File: src/rtl/weight_tile_loader_if.sv
// Memory read port and weight-tile handshake shared by the tile loader
// (master) and the memory / GEMV side (slave).
interface weight_tile_loader_if #(
    parameter int DATA_WIDTH = 8,
    parameter int TILE_SIZE  = 32,
    parameter int MEM_WIDTH  = 64,
    parameter int ADDR_WIDTH = 24
);
    logic                         mem_req;
    logic [ADDR_WIDTH-1:0]        mem_addr;
    logic [MEM_WIDTH-1:0]         mem_rdata;
    logic                         mem_rvalid;
    logic signed [DATA_WIDTH-1:0] w_tile_row_out [0:TILE_SIZE-1];
    logic                         w_valid;
    logic                         w_ready;

    modport master (
        output mem_req, mem_addr, w_tile_row_out, w_valid,
        input  mem_rdata, mem_rvalid, w_ready
    );

    modport slave (
        input  mem_req, mem_addr, w_tile_row_out, w_valid,
        output mem_rdata, mem_rvalid, w_ready
    );
endinterface

File: src/rtl/weight_tile_loader.sv
// Fetches a row-major weight matrix word by word and presents it to the GEMV
// stage one zero-padded TILE_SIZE-lane tile at a time.
//
// state     | meaning
// ----------+-----------------------------------------------------------
// S_IDLE    | waiting for start; inputs latched on start
// S_REQ     | one-cycle memory read request
// S_WAIT    | waiting for mem_rvalid, word stored into the tile buffer
// S_PRESENT | tile valid, held until accepted
// S_EMPTY   | zero-sized matrix, one busy cycle before completion
// S_DONE    | done pulse, busy cleared
module weight_tile_loader #(
    parameter int DATA_WIDTH  = 8,
    parameter int TILE_SIZE   = 32,
    parameter int MEM_WIDTH   = 64,
    parameter int ADDR_WIDTH  = 24,
    parameter int MAX_ROWS    = 1024,
    parameter int MAX_COLUMNS = 1024
) (
    input  logic                         clk,
    input  logic                         reset_n,
    input  logic                         start,
    input  logic [ADDR_WIDTH-1:0]        base_addr,
    input  logic [$clog2(MAX_ROWS):0]    rows,
    input  logic [$clog2(MAX_COLUMNS):0] cols,
    output logic                         busy,
    output logic                         done,
    weight_tile_loader_if.master         bus
);
    localparam int BPW     = MEM_WIDTH / DATA_WIDTH;
    localparam int WPT     = TILE_SIZE / BPW;
    localparam int LOG_BPW = $clog2(BPW);
    localparam int RW      = $clog2(MAX_ROWS) + 1;
    localparam int CW      = $clog2(MAX_COLUMNS) + 1;
    localparam int KW      = (WPT > 1) ? $clog2(WPT) : 1;

    typedef enum logic [2:0] {
        S_IDLE,
        S_REQ,
        S_WAIT,
        S_PRESENT,
        S_EMPTY,
        S_DONE
    } state_t;

    state_t state;
    state_t next_state;

    logic [ADDR_WIDTH-1:0] row_base;
    logic [RW-1:0]         rows_left;
    logic [CW-1:0]         cols_r;
    logic [CW-1:0]         cols_left;
    logic [CW-1:0]         wpr_r;
    logic [CW-1:0]         words_left;
    logic [CW-1:0]         word_off;
    logic [KW-1:0]         word_k;

    logic [CW:0]           cols_round;
    logic [CW-1:0]         wpr_in;
    logic [ADDR_WIDTH-1:0] word_addr;
    logic                  last_word;
    logic                  row_end;
    logic                  last_tile;

    logic                  mem_req_d;
    logic [ADDR_WIDTH-1:0] mem_addr_d;
    logic                  w_valid_d;
    logic                  busy_d;
    logic                  done_d;

    // Words per row: each row is padded up to a whole memory word.
    assign cols_round = {1'b0, cols} + (CW+1)'(BPW - 1);
    assign wpr_in     = CW'(cols_round >> LOG_BPW);

    assign word_addr  = row_base + ADDR_WIDTH'(word_off);
    assign last_word  = (words_left == CW'(1)) || (word_k == KW'(WPT - 1));
    assign row_end    = (words_left == '0);
    assign last_tile  = row_end && (rows_left == RW'(1));

    always_ff @(posedge clk) begin
        if (!reset_n) begin
            state <= S_IDLE;
        end else begin
            state <= next_state;
        end
    end

    always_comb begin
        next_state = state;
        case (state)
            S_IDLE: begin
                if (start) begin
                    next_state = (rows == '0 || cols == '0) ? S_EMPTY : S_REQ;
                end
            end
            S_REQ:     next_state = S_WAIT;
            S_WAIT: begin
                if (bus.mem_rvalid) begin
                    next_state = last_word ? S_PRESENT : S_REQ;
                end
            end
            S_PRESENT: begin
                if (bus.w_ready) begin
                    next_state = last_tile ? S_DONE : S_REQ;
                end
            end
            S_EMPTY:   next_state = S_DONE;
            S_DONE:    next_state = S_IDLE;
            default:   next_state = S_IDLE;
        endcase
    end

    // Outputs are registered, so they are decoded from the state being entered.
    always_comb begin
        mem_addr_d = bus.mem_addr;
        case (state)
            S_IDLE: begin
                if (start) mem_addr_d = base_addr;
            end
            S_WAIT: begin
                if (bus.mem_rvalid && !last_word) mem_addr_d = word_addr + ADDR_WIDTH'(1);
            end
            S_PRESENT: begin
                if (bus.w_ready && !last_tile) begin
                    mem_addr_d = row_end ? (row_base + ADDR_WIDTH'(wpr_r)) : word_addr;
                end
            end
            default: ;
        endcase
        mem_req_d = (next_state == S_REQ);
        w_valid_d = (next_state == S_PRESENT);
        done_d    = (next_state == S_DONE);
        busy_d    = (next_state == S_REQ) || (next_state == S_WAIT) ||
                    (next_state == S_PRESENT) || (next_state == S_EMPTY);
    end

    always_ff @(posedge clk) begin
        if (!reset_n) begin
            bus.mem_req  <= 1'b0;
            bus.mem_addr <= '0;
            bus.w_valid  <= 1'b0;
            busy         <= 1'b0;
            done         <= 1'b0;
        end else begin
            bus.mem_req  <= mem_req_d;
            bus.mem_addr <= mem_addr_d;
            bus.w_valid  <= w_valid_d;
            busy         <= busy_d;
            done         <= done_d;
        end
    end

    always_ff @(posedge clk) begin
        if (!reset_n) begin
            row_base   <= '0;
            rows_left  <= '0;
            cols_r     <= '0;
            cols_left  <= '0;
            wpr_r      <= '0;
            words_left <= '0;
            word_off   <= '0;
            word_k     <= '0;
            for (int l = 0; l < TILE_SIZE; l++) bus.w_tile_row_out[l] <= '0;
        end else begin
            case (state)
                S_IDLE: begin
                    if (start) begin
                        row_base   <= base_addr;
                        rows_left  <= rows;
                        cols_r     <= cols;
                        cols_left  <= cols;
                        wpr_r      <= wpr_in;
                        words_left <= wpr_in;
                        word_off   <= '0;
                        word_k     <= '0;
                        for (int l = 0; l < TILE_SIZE; l++) bus.w_tile_row_out[l] <= '0;
                    end
                end
                S_WAIT: begin
                    if (bus.mem_rvalid) begin
                        // Bytes past the row's last column are dropped, so a
                        // partial final word never leaks stale data into lanes.
                        for (int l = 0; l < TILE_SIZE; l++) begin
                            if (word_k == KW'(l / BPW)) begin
                                bus.w_tile_row_out[l] <= (CW'(l) < cols_left) ?
                                    bus.mem_rdata[(l % BPW)*DATA_WIDTH +: DATA_WIDTH] : '0;
                            end
                        end
                        words_left <= words_left - CW'(1);
                        word_off   <= word_off + CW'(1);
                        word_k     <= last_word ? '0 : word_k + KW'(1);
                    end
                end
                S_PRESENT: begin
                    if (bus.w_ready) begin
                        for (int l = 0; l < TILE_SIZE; l++) bus.w_tile_row_out[l] <= '0;
                        word_k <= '0;
                        if (row_end) begin
                            row_base   <= row_base + ADDR_WIDTH'(wpr_r);
                            rows_left  <= rows_left - RW'(1);
                            word_off   <= '0;
                            words_left <= wpr_r;
                            cols_left  <= cols_r;
                        end else begin
                            cols_left  <= cols_left - CW'(TILE_SIZE);
                        end
                    end
                end
                default: ;
            endcase
        end
    end
endmodule

File: src/flat_wrapper.sv
// flat-port wrapper written by rule: the top's interface ports become plain ports
module weight_tile_loader_flat 
#(
    parameter int DATA_WIDTH  = 8,
    parameter int TILE_SIZE   = 32,
    parameter int MEM_WIDTH   = 64,
    parameter int ADDR_WIDTH  = 24,
    parameter int MAX_ROWS    = 1024,
    parameter int MAX_COLUMNS = 1024
)
  (clk, reset_n, start, base_addr, rows, cols, busy, done, bus_mem_req, bus_mem_addr, bus_w_tile_row_out, bus_w_valid, bus_mem_rdata, bus_mem_rvalid, bus_w_ready);
  weight_tile_loader_if #(.DATA_WIDTH(DATA_WIDTH), .TILE_SIZE(TILE_SIZE), .MEM_WIDTH(MEM_WIDTH), .ADDR_WIDTH(ADDR_WIDTH)) bus_i ();
  input  logic clk;
  input  logic reset_n;
  input  logic start;
  input  logic [ADDR_WIDTH-1:0] base_addr;
  input  logic [$clog2(MAX_ROWS):0] rows;
  input  logic [$clog2(MAX_COLUMNS):0] cols;
  output logic busy;
  output logic done;
  output wire logic [$bits(bus_i.mem_req)-1:0] bus_mem_req;
  output wire logic [$bits(bus_i.mem_addr)-1:0] bus_mem_addr;
  output wire logic [$bits(bus_i.w_tile_row_out)-1:0] bus_w_tile_row_out;
  output wire logic [$bits(bus_i.w_valid)-1:0] bus_w_valid;
  input wire logic [$bits(bus_i.mem_rdata)-1:0] bus_mem_rdata;
  input wire logic [$bits(bus_i.mem_rvalid)-1:0] bus_mem_rvalid;
  input wire logic [$bits(bus_i.w_ready)-1:0] bus_w_ready;
  assign bus_mem_req = bus_i.mem_req;
  assign bus_mem_addr = bus_i.mem_addr;
  assign bus_w_tile_row_out = {>>{bus_i.w_tile_row_out}};
  assign bus_w_valid = bus_i.w_valid;
  assign bus_i.mem_rdata = bus_mem_rdata;
  assign bus_i.mem_rvalid = bus_mem_rvalid;
  assign bus_i.w_ready = bus_w_ready;
  weight_tile_loader #(.DATA_WIDTH(DATA_WIDTH), .TILE_SIZE(TILE_SIZE), .MEM_WIDTH(MEM_WIDTH), .ADDR_WIDTH(ADDR_WIDTH), .MAX_ROWS(MAX_ROWS), .MAX_COLUMNS(MAX_COLUMNS)) u_core (.clk(clk), .reset_n(reset_n), .start(start), .base_addr(base_addr), .rows(rows), .cols(cols), .busy(busy), .done(done), .bus(bus_i));
endmodule
File: config.mk
export PLATFORM = sky130hd
export DESIGN_NAME = weight_tile_loader_flat
export DESIGN_NICKNAME = d
export VERILOG_FILES = /design/src/rtl/weight_tile_loader_if.sv /design/src/rtl/weight_tile_loader.sv /design/src/flat_wrapper.sv
export SDC_FILE = /design/constraint.sdc
export NUM_CORES = 1
export LEC_CHECK = 0
export BUFFER_PORTS_ARGS = -buffer_cell sky130_fd_sc_hd__buf_2
export CAP_MARGIN = 10
export CORE_ASPECT_RATIO = 1.1
export CORE_MARGIN = 3
export CORE_UTILIZATION = 54
export DETAILED_ROUTE_END_ITERATION = 10
export GPL_TIMING_DRIVEN = 1
export PLACE_DENSITY = 0.79
export SKIP_CTS_REPAIR_TIMING = 1
export SLEW_MARGIN = 25
export SYNTH_ARGS = -nofsm -noshare
export SYNTH_HDL_FRONTEND = slang
export SYNTH_SLANG_ARGS = --single-unit
File: constraint.sdc
create_clock -name clk -period 6.6 [get_ports clk]
set_input_delay 0.99 -clock clk [delete_from_list [all_inputs] [get_ports clk]]
set_output_delay 0.99 -clock clk [all_outputs]
set_load 0.01 [all_outputs]
# Word-level counts from Yosys, hierarchy flattened
# Cells that the tools add are included.
[totals] register_bits=377 latch_bits=0 ramBits=0 mem_bits_ro=0 output_inout_bits=284 n_memories=0
[classes] n_addsub=9 multipliers=0 n_div=0 n_lt_le_gt_ge=32 eq_ne=24 n_shift=0 muxes=106 bitwise_logic=0 n_reduce_logical=27
[ops] op="$mux 256" n=3
[ops] op="$pmux 256 s3" n=1
[ops] op="$mux 8" n=64
[ops] op="$lt 5x11->1 const A" n=16
[ops] op="$mux 11" n=14
[ops] op="$mux 24" n=6
[ops] op="$lt 4x11->1 const A" n=8
[ops] op="$pmux 24 s3" n=1
[ops] op="$pmux 11 s3" n=2
[ops] op="$pmux 24 s2" n=1
[ops] op="$lt 3x11->1 const A" n=4
[ops] op="$pmux 11 s2" n=2
[ops] op="$logic_not 11->1" n=3
[ops] op="$reduce_and 5->1" n=5
[ops] op="$add 24x1->24 const B" n=1
[ops] op="$add 24x11->24" n=1
[ops] op="$add 24x9->24" n=1
[ops] op="$eq 11x1->1 const B" n=2
[ops] op="$lt 1x11->1 const A" n=2
[ops] op="$lt 2x11->1 const A" n=2
[ops] op="$sub 11x1->11 const B" n=2
[ops] op="$mux 3" n=5
[ops] op="$pmux 3 s5" n=1
[ops] op="$ne 2x1->1 const B" n=7
[ops] op="other kinds (22)" n=44

# Depth between registers and ports, before layout
[depth] ltp_word=9 mapped_depth=14 ltp_nobuf=11

# Least setup slack after synthesis
# Ideal clock, no wire load.
[synth_timing] path_kind="register to register" startpoint="reg u_core.word_off[0]" endpoint="reg u_core.bus.mem_addr[21]" setup_time_ps=127 arrival_ps=3156 required_time_ps=6473 slack_ps=3317 path_stages_with_launch=13 n_path_buf=1 synth_period_minus_slack_ps=3283 path_cell_list="dfxtp_1 -> ha_1 -> fa_1 -> a21o_2 -> and4_1 -> o31a_1 -> o2111ai_1 -> xor2_1 -> nand3b_4 -> or2_4 -> buf_4 -> o311a_1 -> or3_1"
[synth_via] elab_chain_cells=4
[synth_lines] element="start, declared" line_no="weight_tile_loader.sv:55" text="logic [CW-1:0] word_off;"
[synth_lines] element="start signal, assigned" line_no="weight_tile_loader.sv:190" text="word_off <= word_off + CW'(1);"
[synth_lines] element="$add 24x11->24 *" line_no="weight_tile_loader.sv:75" text="assign word_addr = row_base + ADDR_WIDTH'(word_off);"
[synth_lines] element="$add 24x1->24 or $mux 24 (tied branches)" line_no="weight_tile_loader.sv:121, weight_tile_loader.sv:125"
[synth_lines] element="$mux 24, on equally long branches" line_no="weight_tile_loader.sv:121, weight_tile_loader.sv:124"
[synth_lines] element="$pmux 24 s3 *" line_no="weight_tile_loader.sv:116" text="case (state)"
[synth_lines] element="end signal, assigned" line_no="weight_tile_loader.sv:146" text="bus.mem_addr <= mem_addr_d;"
[synth_lines] element="end, declared" line_no="weight_tile_loader_if.sv:18" text="output mem_req, mem_addr, w_tile_row_out, w_valid,"
# Every way passes the cells marked *; elsewhere a longest branch is shown, timed or not. The select of a mux whose other input is x is not followed.
# A chain may end at the register's enable or synchronous reset.

# Worst setup path in the final report
[layout_timing] startpoint="reg u_core.state[0]" endpoint="reg u_core.bus.w_tile_row_out[95]"
[layout_via] elab_chain_cells=3
[layout_lines] element="start, declared" line_no="weight_tile_loader.sv:46" text="state_t state;"
[layout_lines] element="start signal, assigned" line_no="weight_tile_loader.sv:84" text="state <= next_state;"
[layout_lines] element="$eq 3x2->1 or $logic_not 3->1 (tied branches)" line_no="weight_tile_loader.sv:165" text="case (state)"
[layout_lines] element="$ne 2x1->1 (no line) (tied with other cells)"
[layout_lines] element="$reduce_and 5->1 (no line)"
[layout_lines] element="end signal, assigned by index" line_no="weight_tile_loader.sv:185" text="bus.w_tile_row_out[l] <= (CW'(l) < cols_left) ?"
[layout_lines] element="end, declared" line_no="weight_tile_loader_if.sv:18"
# Several ways; a longest one is shown, not always the timed one.

==> flow_metrics.tcl <==
set metrics [dict create \
    postSynthAreaPerCell_um2 8.16 \
    grt_pass1_wl_um 98300 \
    reg2regPathDepth 7 \
    fmax_ghz 0.245 \
    grt_max_degree 256 \
    cts_buffer_depth 3 \
    worstReg2RegEnd "u_core.bus.w_tile_row_out[95]" \
    insertion_delay_ps 550 \
    final.setup_skew_ps 13.4 \
    vdd_drop_max_v 0.000228 \
    crit_buf_inv 1 \
    crit_path_end_kind "register" \
    hold_path_depth 2 \
    regToRegSetupSlack_ps 2520 \
    worst_pin_slew_ps 1070 \
    maxCapViolations 0 \
    rsz0062_at_grt "false" \
    dpl.hpwl_um 43600 \
    cts_htree_levels 2 \
    via_count 18800 \
    startpoint_type "register" \
    synth-main-ff-cell "dfxtp_1" \
    nets 2644 \
    final_cell_area_um2 21500 \
    die_w_um 180 \
    dr.pass1.iters 6 \
    cts_buffers 40 \
    track_usage_pct 33.7 \
    layout_common_cells "398 x buf_2, 377 x dfxtp_1, 351 x nor2_1" \
    yosysWarningCount 0 \
    critPathMaxFanout 20 \
    final_common_cell "buf_2" \
    routedWlPerCell_um 21.6 \
    reg2reg_from "u_core.state[0]" \
    viasPerCell 6.37 \
    ant_nets 0 \
    min_to "u_core.bus.w_tile_row_out[71]" \
    setup_tns_ps 0 \
    synth_cell_types 100 \
    antenna_found_initial 4 \
    postPlaceCellArea_um2 20100 \
    fillers 2747 \
    core_area_um2 32600 \
    die-area_um2 35600 \
    hp-class "reg2reg" \
    die_y_um 198 \
    path_class "reg2reg" \
    cts_root_buf "clkbuf_16" \
    clk_pin_slew_ps 60 \
    io_buffer_count 398 \
    num_rows 69 \
    power_per_cell_area_nw_per_um2 275 \
    setup_viol 0 \
    slew_headroom_pct 28.3 \
    cts_tree "built" \
    syn_inst 2208 \
    cts.sinks 377 \
    holdCritStartpoint "u_core.bus.w_tile_row_out[71]" \
    finalHoldViolations 0 \
    pre_cts_ws_ps 2640 \
    status "finished, final reports clean" \
    start_util_pct 55.2 \
    path_cells "clkinv_1, nand2_1, o21a_1, o21ai_0, a21oi_1, a32oi_1, nor2_1" \
    post-route-period-util_pct 61.8 \
    required_ps 7060 \
    io_pins 399 \
    remaining_drc_errors 0 \
    grt-ovfl-total 0 \
    cp_top_family "compound AO/OA/AOI/OAI gates" \
    leakage_uw 0.00879 \
    crit_path_top_delay_cell "dfxtp_1" \
    final.setup.worst_slack_ps 2520 \
    ys_seq_elements 377 \
    hold_slack_ps 451 \
    syn_nets 2357 \
    grt_pass1_vias 17800 \
    gp_congestion 0.943 \
    synth_area_um2 18000 \
    syn_to_final_growth_pct 19.4 \
    synthArstFlopShare_pct 0 \
    synth_edf_count 0 \
    drt_iter0_drc 2107 \
    yosysSeqAreaShare_pct 41.9 \
    crit_arrival_ps 4540 \
    drive_gt1_share_pct 21.9 \
    slowest_delay_ps 830 \
    wl_um 64000 \
    period_needed_ps 4080 \
    slew_violations 0 \
]
[where the power goes]
group	switching, uW	total, uW	internal, uW
combinational	775	1100	327
clock	976	2340	1370
sequential	110	2480	2370
total	1860	5930	4070
[cells in the mapped netlist, types with 8 or more instances]
| library cell | instances | area, um^2 |
|---|---|---|
| o211ai_1 | 17 | 128 |
| a32oi_1 | 168 | 1470 |
| and3_1 | 11 | 68.8 |
| a22oi_1 | 8 | 60.1 |
| or3_1 | 12 | 75.1 |
| a21oi_1 | 200 | 1000 |
| clkbuf_1 | 155 | 582 |
| o21ai_1 | 12 | 60.1 |
| nand2_1 | 231 | 867 |
| nor3_1 | 73 | 365 |
| nor4_1 | 19 | 119 |
| nand3_1 | 47 | 235 |
| dfxtp_1 | 377 | 7550 |
| o21a_1 | 9 | 67.6 |
| nand2b_1 | 11 | 68.8 |
| a211oi_1 | 26 | 195 |
| o21ai_0 | 72 | 360 |
| xor2_1 | 26 | 228 |
| inv_1 | 25 | 93.8 |
| a311oi_1 | 18 | 158 |
| buf_1 | 11 | 41.3 |
| xnor2_1 | 47 | 412 |
| o31ai_1 | 8 | 60.1 |
| a31oi_1 | 17 | 106 |
| ha_1 | 32 | 400 |
| nand4_1 | 60 | 375 |
| nor2_1 | 354 | 1330 |
[cells by family after synthesis]
kind of cell	Yosys count	synth area share, %
simple gates	864	21.8
compound gates	645	25.1
buf+inv	208	4.82
flops	377	41.9
fa+ha+maj	34	2.44
mux	7	0.417
xor+xnor	73	3.55
[registers in the layout (all words and copies together), names as in the netlist, 3 cells and up]
| name | cells |
|---|---|
| u_core.bus.mem_addr | 24 |
| u_core.bus.w_tile_row_out | 256 |
| u_core.cols_left | 11 |
| u_core.cols_r | 11 |
| u_core.row_base | 24 |
| u_core.rows_left | 11 |
| u_core.state | 3 |
| u_core.word_off | 11 |
| u_core.words_left | 11 |
| u_core.wpr_r | 9 |
[cell type report]
class	count	area, um^2	share of cell area [%]
inverters	26	105	0.488
multi-input cells	1623	9680	45.0
diodes	4	10.0	0.0465
clock buffers	53	1160	5.40
well taps	426	533	2.48
clock inverters	19	205	0.954
repair buffers	427	2270	10.6
flip-flops and latches	377	7550	35.1
[routing by layer]
metal  track usage, %  up-vias  part of all wire (%)
li1                 -     8690                     -
met1             40.2     8869                    37
met2             56.8     1062                    48
met3             8.05      216                   9.5
met4             17.6        0                   5.4
met5                0        -                     0
[per-stage QoR]
stage / utilization, % / total power, uW / std cells
after floorplan: - / 3210 / 2208
after global placement: 61.5 / 3570 / 2877
after CTS: 65.7 / 5900 / 2949
final: 65.9 / 5930 / 2955
after global routing: 65.9 / 6120 / 2955
after detailed placement: 61.5 / 3590 / 2877
[worst register-to-register path, delay by kind of cell, from the launching register on]
kind                   cells  cell delay (ps)
AOI/OAI and AO/OA          4             1870
and+or+nand+nor            2              750
DFF                        1              830
buffers and inverters      1              540
[how the worst max path moves through the flow]
stage                                  start                        endpoint  slack (ps)  cells after the start
after CTS                    u_core.state[0]   u_core.bus.w_tile_row_out[92]        2590                      7
after floorplan           u_core.word_off[0]         u_core.bus.mem_addr[21]        3320                     12
after global placement       u_core.state[0]  u_core.bus.w_tile_row_out[101]        2720                      7
after detailed placement     u_core.state[1]  u_core.bus.w_tile_row_out[218]        2640                      7
after global routing         u_core.state[1]         u_core.bus.mem_addr[21]        2220                      9
final                        u_core.state[0]   u_core.bus.w_tile_row_out[95]        2520                      7
Power figures use the tool's default switching activity.
